File: src/rtl/ifu_pkg.sv
// Shared fetch-unit definitions: NOP/zero constants, hold levels, buffer entry layout.
package ifu_pkg;

    localparam int INST_DATA_WIDTH = 32;
    localparam int INST_ADDR_WIDTH = 32;
    localparam int HOLD_BUS_WIDTH  = 3;

    // addi x0, x0, 0 -- what decode sees whenever nothing valid is presented
    localparam logic [INST_DATA_WIDTH-1:0] INST_NOP  = 32'h0000_0013;
    localparam logic [INST_ADDR_WIDTH-1:0] ZERO_WORD = '0;

    typedef enum logic [HOLD_BUS_WIDTH-1:0] {
        Hold_None = 3'd0,
        Hold_Pc   = 3'd1,
        Hold_If   = 3'd2,
        Hold_Id   = 3'd3
    } hold_lvl_e;

    typedef struct packed {
        logic [INST_DATA_WIDTH-1:0] inst;
        logic [INST_ADDR_WIDTH-1:0] addr;
    } ibuf_entry_t;

    // Queue depth must be a power of two so the pointers wrap for free.
    function automatic bit is_pow2(input int n);
        return (n >= 2) && ((n & (n - 1)) == 0);
    endfunction

endpackage

File: src/rtl/ifu_ibuf_ctrl.sv
// Queue bookkeeping for the instruction buffer: pointers, occupancy, handshake decode.
module ifu_ibuf_ctrl
    import ifu_pkg::*;
#(
    parameter int DEPTH = 4,
    localparam int PTR_W = $clog2(DEPTH),
    localparam int CNT_W = $clog2(DEPTH + 1)
) (
    input  logic             clk,
    input  logic             rst_n,
    input  logic             in_valid,
    input  logic             out_ready,
    input  logic             hold,
    input  logic             flush,
    output logic             push,
    output logic [PTR_W-1:0] wr_ptr,
    output logic [PTR_W-1:0] rd_ptr,
    output logic [CNT_W-1:0] count,
    output logic             in_ready,
    output logic             out_valid
);

    logic [PTR_W-1:0] wr_ptr_reg, wr_ptr_next;
    logic [PTR_W-1:0] rd_ptr_reg, rd_ptr_next;
    logic [CNT_W-1:0] count_reg, count_next;
    logic             pop;

    // Ready depends only on stored occupancy, so a pop cannot open a slot in the same cycle.
    assign in_ready  = (count_reg != CNT_W'(DEPTH));
    assign out_valid = (count_reg != '0) & ~hold;
    assign push      = in_valid & in_ready & ~flush;
    assign pop       = out_valid & out_ready & ~flush;

    assign wr_ptr = wr_ptr_reg;
    assign rd_ptr = rd_ptr_reg;
    assign count  = count_reg;

    // Next-state arithmetic; a flush overrides any push or pop seen this cycle.
    always_comb begin
        wr_ptr_next = wr_ptr_reg;
        rd_ptr_next = rd_ptr_reg;
        count_next  = count_reg;
        if (flush) begin
            wr_ptr_next = '0;
            rd_ptr_next = '0;
            count_next  = '0;
        end else begin
            if (push) wr_ptr_next = wr_ptr_reg + 1'b1;
            if (pop)  rd_ptr_next = rd_ptr_reg + 1'b1;
            case ({push, pop})
                2'b10:   count_next = count_reg + 1'b1;
                2'b01:   count_next = count_reg - 1'b1;
                default: count_next = count_reg;
            endcase
        end
    end

    // State registers with asynchronous clear.
    always_ff @(posedge clk or negedge rst_n) begin
        if (!rst_n) begin
            wr_ptr_reg <= '0;
            rd_ptr_reg <= '0;
            count_reg  <= '0;
        end else begin
            wr_ptr_reg <= wr_ptr_next;
            rd_ptr_reg <= rd_ptr_next;
            count_reg  <= count_next;
        end
    end

    a_no_push_full: assert property (@(posedge clk) disable iff (!rst_n)
        !(push && (count_reg == CNT_W'(DEPTH))));
    a_no_pop_empty: assert property (@(posedge clk) disable iff (!rst_n)
        !(pop && (count_reg == '0)));

    if (!is_pow2(DEPTH)) begin : g_depth_check
        $error("ifu_ibuf_ctrl: DEPTH must be a power of two and at least 2");
    end

endmodule

File: src/rtl/ifu_ibuf.sv
// Instruction buffer between fetch and decode: FIFO storage plus hold-squashed output mux.
module ifu_ibuf
    import ifu_pkg::*;
#(
    parameter int                DEPTH    = 4,
    parameter int                INST_W   = INST_DATA_WIDTH,
    parameter int                ADDR_W   = INST_ADDR_WIDTH,
    parameter int                HOLD_W   = HOLD_BUS_WIDTH,
    parameter logic [HOLD_W-1:0] HOLD_LVL = HOLD_W'(Hold_If)
) (
    input  logic                       clk,
    input  logic                       rst_n,
    input  logic                       inst_valid_i,
    input  logic [INST_W-1:0]          inst_i,
    input  logic [ADDR_W-1:0]          inst_addr_i,
    output logic                       inst_ready_o,
    input  logic                       flush_i,
    input  logic [HOLD_W-1:0]          hold_flag_i,
    output logic                       inst_valid_o,
    input  logic                       inst_ready_i,
    output logic [INST_W-1:0]          inst_o,
    output logic [ADDR_W-1:0]          inst_addr_o,
    output logic [$clog2(DEPTH+1)-1:0] count_o
);

    localparam int PTR_W = $clog2(DEPTH);
    localparam int E_W   = INST_W + ADDR_W;

    logic             hold;
    logic             push;
    logic [PTR_W-1:0] wr_ptr;
    logic [PTR_W-1:0] rd_ptr;
    logic [E_W-1:0]   mem [DEPTH];
    logic [E_W-1:0]   head;

    assign hold = (hold_flag_i >= HOLD_LVL);

    ifu_ibuf_ctrl #(
        .DEPTH (DEPTH)
    ) u_ctrl (
        .clk       (clk),
        .rst_n     (rst_n),
        .in_valid  (inst_valid_i),
        .out_ready (inst_ready_i),
        .hold      (hold),
        .flush     (flush_i),
        .push      (push),
        .wr_ptr    (wr_ptr),
        .rd_ptr    (rd_ptr),
        .count     (count_o),
        .in_ready  (inst_ready_o),
        .out_valid (inst_valid_o)
    );

    // Capture accepted responses; contents need no reset since count gates visibility.
    always_ff @(posedge clk) begin
        if (push) begin
            mem[wr_ptr] <= {inst_i, inst_addr_i};
        end
    end

    // Head is read straight from storage; anything not presented as valid becomes a NOP bubble.
    assign head        = mem[rd_ptr];
    assign inst_o      = inst_valid_o ? head[E_W-1:ADDR_W] : INST_W'(INST_NOP);
    assign inst_addr_o = inst_valid_o ? head[ADDR_W-1:0]   : ADDR_W'(ZERO_WORD);

endmodule

File: config.mk
export PLATFORM = sky130hd
export DESIGN_NAME = ifu_ibuf
export DESIGN_NICKNAME = d
export VERILOG_FILES = /design/src/rtl/ifu_pkg.sv /design/src/rtl/ifu_ibuf_ctrl.sv /design/src/rtl/ifu_ibuf.sv
export SDC_FILE = /design/constraint.sdc
export NUM_CORES = 1
export LEC_CHECK = 0
export BUFFER_PORTS_ARGS = -buffer_cell sky130_fd_sc_hd__buf_2
export CORE_UTILIZATION = 25
export CTS_CLUSTER_SIZE = 10
export DETAILED_ROUTE_END_ITERATION = 12
export PLACE_DENSITY = 0.45
export SYNTH_ARGS = -nofsm -noshare
export SYNTH_HDL_FRONTEND = slang
export SYNTH_SLANG_ARGS = --single-unit
File: constraint.sdc
create_clock -name clk -period 6.65 [get_ports clk]
set_input_delay 0.665 -clock clk [delete_from_list [all_inputs] [get_ports clk]]
set_output_delay 0.665 -clock clk [all_outputs]
set_load 0.03 [all_outputs]
==> results of run 1 <==
## through the flow
step                  util  hold WS [ns]  std cells  worst slack (ns)
floorplan                -        0.3694        458             3.409
global placement    0.2874        0.5068       1106             3.259
detailed placement  0.2874        0.5199       1106             3.251
CTS                 0.3093        0.2844       1153             2.622
global route        0.3093        0.2977       1153             2.505
finish              0.3093        0.3240       1153             2.812
## power by group through the flow
stage / Sequential (uW) / Clock [uW] / Combinational (uW)
after global placement: 1930 / 0 / 254
after floorplan: 1930 / 0 / 161
after CTS: 1900 / 1520 / 263
after detailed placement: 1930 / 0 / 261
after global routing: 1900 / 1570 / 278
final: 1900 / 1460 / 254
## metal layers
metal | global-route usage | vias up
li1 | - | 2166
met3 | 0.02796 | 28
met5 | 0 | -
met1 | 0.1180 | 2544
met4 | 0.02256 | 0
met2 | 0.1878 | 106
## timing repair
action,4_1_cts,5_1_grt
hold buffers,1,0
setup endpoints to repair,0,0
endpoints found under the hold margin,7,0
## cell type report
class	count	area, sq um
multi-input combinational	171	2170
tap	525	656.9
clock buffer	43	840.8
clock inverter	3	20.02
timing repair buffer	146	750.7
sequential	263	7870
fill	3965	27510
inverter	2	7.507
## path summary, 6_finish.rpt
path	cells after the start	endpoint	slack [ns]
hold reg to reg	2	u_ctrl.wr_ptr[1]$_DFFE_PN0P_	0.60
max in group asynchronous	2	u_ctrl.rd_ptr[0]$_DFFE_PN0P_	5.97
setup reg to reg	8	u_ctrl.count[2]$_DFFE_PN0P_	4.05
setup / recovery	4	inst_o[9]	2.81
min in group asynchronous	2	u_ctrl.count[2]$_DFFE_PN0P_	0.49
hold / removal	1	mem[3][33]$_DFFE_PP_	0.32
## cells in the final DEF (no fill, tap or decap), drive strengths merged
cell and instances:
a21o 1, a21oi 1, a31oi 1, and2 65
and2b 1, buf 145, clkbuf 43, clkinv 1
clkinvlp 1, dfrtp 7, dlygate4sd3 1, edfxtp 256
fa 1, ha 4, inv 3, mux2 1
mux2i 1, mux4 64, nand2 3, nand2b 5
nand3 3, nor2 8, nor2b 1, nor3 2
nor3b 1, o311ai 1, or3b 2, or4 1
xnor2 3, xor2 1
## kinds of logic (layout without fill, tap and decap cells)
logic type | Yosys count | after routing
compound gates | 4 | 4
xor+xnor | 4 | 4
fa+ha+maj | 5 | 5
buf+inv | 24 | 194
flops | 263 | 263
mux | 66 | 66
simple gates | 92 | 92
==> metrics, run 1 <==
adder-cell share of the synthesized area=0.006920; Synth Area in XOR/XNOR=0.003460; pin count of the biggest net entering global routing=66; Final nets=692; cells after synthesis=~460; #FFs+latches synth=~260; ratio of total power to cell area=between 200 and 300 mW/mm^2; Worst Hold Launch=inst_i[1]; Slowest-stage cell, CP=dfrtp_4; CP Max Fanout=39; Psw=between 700 and 800 uW; Clock Pin Slew Worst Setup and Hold Paths=approximately 0.06 ns; register area share after synthesis=0.7765; Synth area leader=edfxtp_1; Worst setup SP type=flip-flop; global route overflow=0; routed len/inst=about 18 um; main combinational cell family by area after synthesis=multiplexers; Final Hold Fails=0; share of cells above drive strength 1=0.4076; Reg2Reg Launch Point=u_ctrl.count[0]$_DFFE_PN0P_; internal power=2838 uW; met3 wire len=approximately 1.1 mm; GRT Util Overall=0.1024; antenna fix cells=0; Post-Syn Area=between 0.01 and 0.015 sq mm; vias in the first global route=roughly 5600; sequential power share=0.526; starting density of the core=0.2543; via count=between 4000 and 5000; syn_area_per_cell=22.11 sq um; Boundary Pins=141; Vias/cell=between 4 and 5; P_leak=just over 0.004 uW; TritonCTS clock tree=built; RSZ-0062 raised after global routing=no; Switching Share=0.2142; clk_lat worst skew=between 0.5 and 0.6 ns; Worst Tran Pin Value=1.093 ns; Clk pwr share=0.404; Tmin final=between 3 and 4 ns; simple-gate portion of the synthesized area=0.05523; syn_nets=~540; Area contributors post-synth=edfxtp_1 (76%), mux4_2 (14%), and2_1 (4.0%); Synth Area in Compound Gates=0.002718; status=finished, final reports clean; Core ar.=around 0.040 sq mm; met2 wire length=approximately 11 mm; crit-path cells=buf_4 > mux4_2 > and2_1 > buf_2; worst min path class=input port to flip-flop; Slew Limit Fails=0; final period utilization=0.5771; top_reg_cell synth=edfxtp_1; post-route ant nets=0; global-route wire length before repair=between 30 and 40 mm; Final Cell Area=~0.012 sq mm; Rows=73; setup_tns=0 ns; IO Port Bufs=139; critical path's top delay family=buffers and inverters; Area growth, synth to finish=21.62%; Die Footprint=0.04131 sq mm; Post-Route M1 WL=8.456 mm; Pwr Total=approximately 3600 uW; Starting DRT DRC Count=between 100 and 150; Final setup violation count=0; post-synth cell types=32; worst setup path startpoint=u_ctrl.rd_ptr[0]$_DFFE_PN0P_; total CTS buffers=31; routability cong.=just under 0.7; WP buf/inv=2; Placed Area=around 0.011 sq mm; post-CTS sizing=0; clock root buffer=clkbuf_16; die height=slightly above 200 um; Setup Buffers After CTS=0; drt drc=0; Largest register FFs=approximately 260; initial antenna violation count=0; number of H-tree levels=1; CP Data Required Time=around 6.0 ns; Synth top cells by count=edfxtp_1 (256), and2_1 (65), mux4_2 (64), clkbuf_1 (13); Yosys Warn Count=0; Post-synth EDFFs=between 200 and 300; clock sink count=263; max incr delay on CP=roughly 0.8 ns; mux contribution to synthesized area=0.1444; path type of the worst setup path=flip-flop to primary output; Max Used Layer=met4; most numerous cell in the Yosys netlist=edfxtp_1; Worst Setup End Kind=primary output; routed wire length=approximately 21 mm; worst vdd ir=179.9 uV; Post-synth ARST share=0.02662; Die X=a little over 200 um; Logic pwr share=0.070; Slew HR=0.2715; Pre-antenna DRT Iters=4; crit path DAT=around 3.2 ns; HPWL after detailed placement=roughly 12 mm; fmax=~260 MHz; Max Cap Viol=0; Final Skew=around 0.0098 ns; top cell type's share of synthesized area=0.7592; Max Root-Sink Buffers=3
(Power assumes the default switching activity.)
==> run 2, diff against run 1 <==
ABC_AREA = 1   (was default)
PLACE_DENSITY = 0.47   (was 0.45)
clock period = 3.33 ns   (was 6.65 ns; I/O delays follow)
==> metrics, run 2 <==
crit-path cells=inv_4 > buf_4 > nor2_1 > o311ai_0 > buf_2; register area share after synthesis=0.7597; number of H-tree levels=2; cells after synthesis=about 820; Synth area leader=edfxtp_1; global route overflow=0; Tmin final=about 3.0 ns; Post-Layout Cell Count=around 1500; top cell type's share of synthesized area=0.7427; path type of the worst setup path=flip-flop to primary output; Post-Syn Area=0.01035 sq mm; top_reg_cell synth=edfxtp_1; Worst Hold Launch=inst_addr_i[29]; initial antenna violation count=2; Pre-antenna DRT Iters=4; Final nets=1072; worst setup path startpoint=u_ctrl.rd_ptr[0]$_DFFE_PN0P_; Largest register FFs=256; die height=about 200 um; clock root buffer=clkbuf_16; most numerous cell in the Yosys netlist=nor2_1; GRT Util Overall=0.1232; clock sink count=~260; Core ar.=approximately 0.041 sq mm; critical path's top delay family=buffers and inverters; TritonCTS clock tree=built; CP Data Required Time=3.00 ns; syn_area_per_cell=between 10 and 15 sq um; Setup WS post-layout=0.3543 ns; Die Footprint=0.04222 sq mm; Starting DRT DRC Count=356; CP Max Fanout=33; Vias/cell=~4.3; Rows=74; status=finished, final reports clean; crit path DAT=2.64 ns; via count=~6700; hold depth=1; Max Cap Viol=0; Boundary Pins=between 100 and 150; global-route wire length before repair=38.56 mm; Area contributors post-synth=edfxtp_1 (74%), nor2_1 (9.5%), o21ai_0 (6.0%); Reg2Reg Launch Point=u_ctrl.count[0]$_DFFE_PN0P_; ratio of total power to cell area=between 600 and 700 mW/mm^2; HPWL after detailed placement=~15 mm; Worst setup SP type=flip-flop; Post-synth ARST share=0.02662; Slowest-stage cell, CP=dfrtp_4; final period utilization=0.8936; share of cells above drive strength 1=0.2083; post-synth cell types=22; Max Root-Sink Buffers=3; worst vdd ir=roughly 340 uV; IO Port Bufs=about 140; routed len/inst=between 15 and 20 um; syn_nets=between 800 and 900; routability cong.=about 0.69; starting density of the core=0.2535; Clock Pin Slew Worst Setup and Hold Paths=~0.050 ns; Slew Limit Fails=0; Final setup violation count=0; Slew HR=0.6243; max incr delay on CP=0.63 ns; Final Skew=~0.014 ns; post-route ant nets=0; Worst Tran Pin Value=0.5635 ns; RSZ-0062 raised after global routing=no; worst min path class=input port to flip-flop; leading cell type in the layout, fill and taps excluded=nor2_1; P_leak=around 0.0047 uW; most frequent cells in the layout=nor2_1 (257), edfxtp_1 (256), buf_2 (139), o21ai_0 (125), a21oi_1 (64); Worst Setup End Kind=primary output; Crit path depth=5; R2R cell count=5; pin count of the biggest net entering global routing=76; total CTS buffers=34; fmax=around 340 MHz; Post-synth EDFFs=256; #FFs+latches synth=between 200 and 300; Yosys Warn Count=0; Final Hold Fails=0; Synth top cells by count=nor2_1 (261), edfxtp_1 (256), o21ai_0 (125), a21oi_1 (64), clkbuf_1 (20); clk_lat worst skew=~0.52 ns; vias in the first global route=~6500; Setup WS pre-CTS=roughly 0.81 ns; Die X=about 200 um; routed wire length=25.76 mm; drt drc=0; Inst Count DP=between 1000 and 1500; Area growth, synth to finish=25.68%; WP buf/inv=3
==> run 2: cell types whose count changed after synthesis, moves of 7 or more <==
cell,previous run,this run
nor2_1,7,261
o21ai_0,0,125
inv_1,2,14
nand2_1,2,17
and2_1,65,0
buf_4,2,14
a21oi_1,1,64
clkbuf_1,13,20
mux4_2,64,0
==> run 2: area by class of cell <==
class,count,area (sq um)
fillers,4128,27820
flip-flops and latches,263,7870
multi-input cells,490,2205
repair buffers,191,1241
clock buffers,40,894.6
well taps,532,665.6
clock inverters,9,70.07
inverters,15,58.81
diodes,1,2.502
==> run 2: power by group <==
| part | internal (uW) | total, uW | switching (uW) |
|---|---|---|---|
| clock network | 1960 | 3260 | 1290 |
| registers | 3810 | 3870 | 59.6 |
| logic | 272 | 968 | 696 |
| total | 6050 | 8100 | 2050 |
==> run 2: what timing repair did <==
item	in CTS	in global routing
gates resized for setup	0	0
setup buffers	0	0
hold buffers	32	0
hold endpoints to repair	122	0
==> run 2: logic make-up (layout without fill, tap and decap cells) <==
family	count (synthesis)	after routing	share of synthesized area
adder cells (fa/ha/maj)	5	5	0.006770
flip-flops	263	263	0.7597
other	0	1	0
buffers and inverters	63	255	0.03022
XOR/XNOR	1	1	0.0008464
AO/OA/AOI/OAI	197	197	0.09635
AND/OR/NAND/NOR	287	287	0.1061
==> run 2: worst paths after layout <==
kind	slack, ns	endpoint
max	0.35	inst_o[0]
min	0.04	mem[1][29]$_DFFE_PP_
max reg2reg	1.14	mem[0][13]$_DFFE_PP_
min reg2reg	0.57	u_ctrl.wr_ptr[0]$_DFFE_PN0P_
max in group asynchronous	2.94	u_ctrl.rd_ptr[0]$_DFFE_PN0P_
min in group asynchronous	0.20	u_ctrl.count[2]$_DFFE_PN0P_
==> run 2: stage by stage <==
stage                     instance area (sq um)  utilization  hold WS (ns)  TNS, ns  total power, uW
after floorplan                           10350            -       0.03741  -266.13             4541
after global placement                    11720       0.2870        0.1882        0             4894
after detailed placement                  11720       0.2870        0.1844        0             4902
after CTS                                 13010       0.3185     0.0002092        0             8259
after global routing                      13010       0.3186       0.01658        0             8456
final                                     13010       0.3186       0.03519        0             8099
==> run 2: metal layers <==
| metal | vias up | share of wire | wire length, um | global-route usage |
|---|---|---|---|---|
| met2 | 143 | 0.46 | 11910 | 0.1975 |
| met1 | 3224 | 0.46 | 11840 | 0.1585 |
| li1 | 3248 | - | - | - |
| met5 | - | 0.00050 | 13 | 0 |
| met3 | 35 | 0.057 | 1481 | 0.03310 |
| met4 | 2 | 0.020 | 514 | 0.04577 |
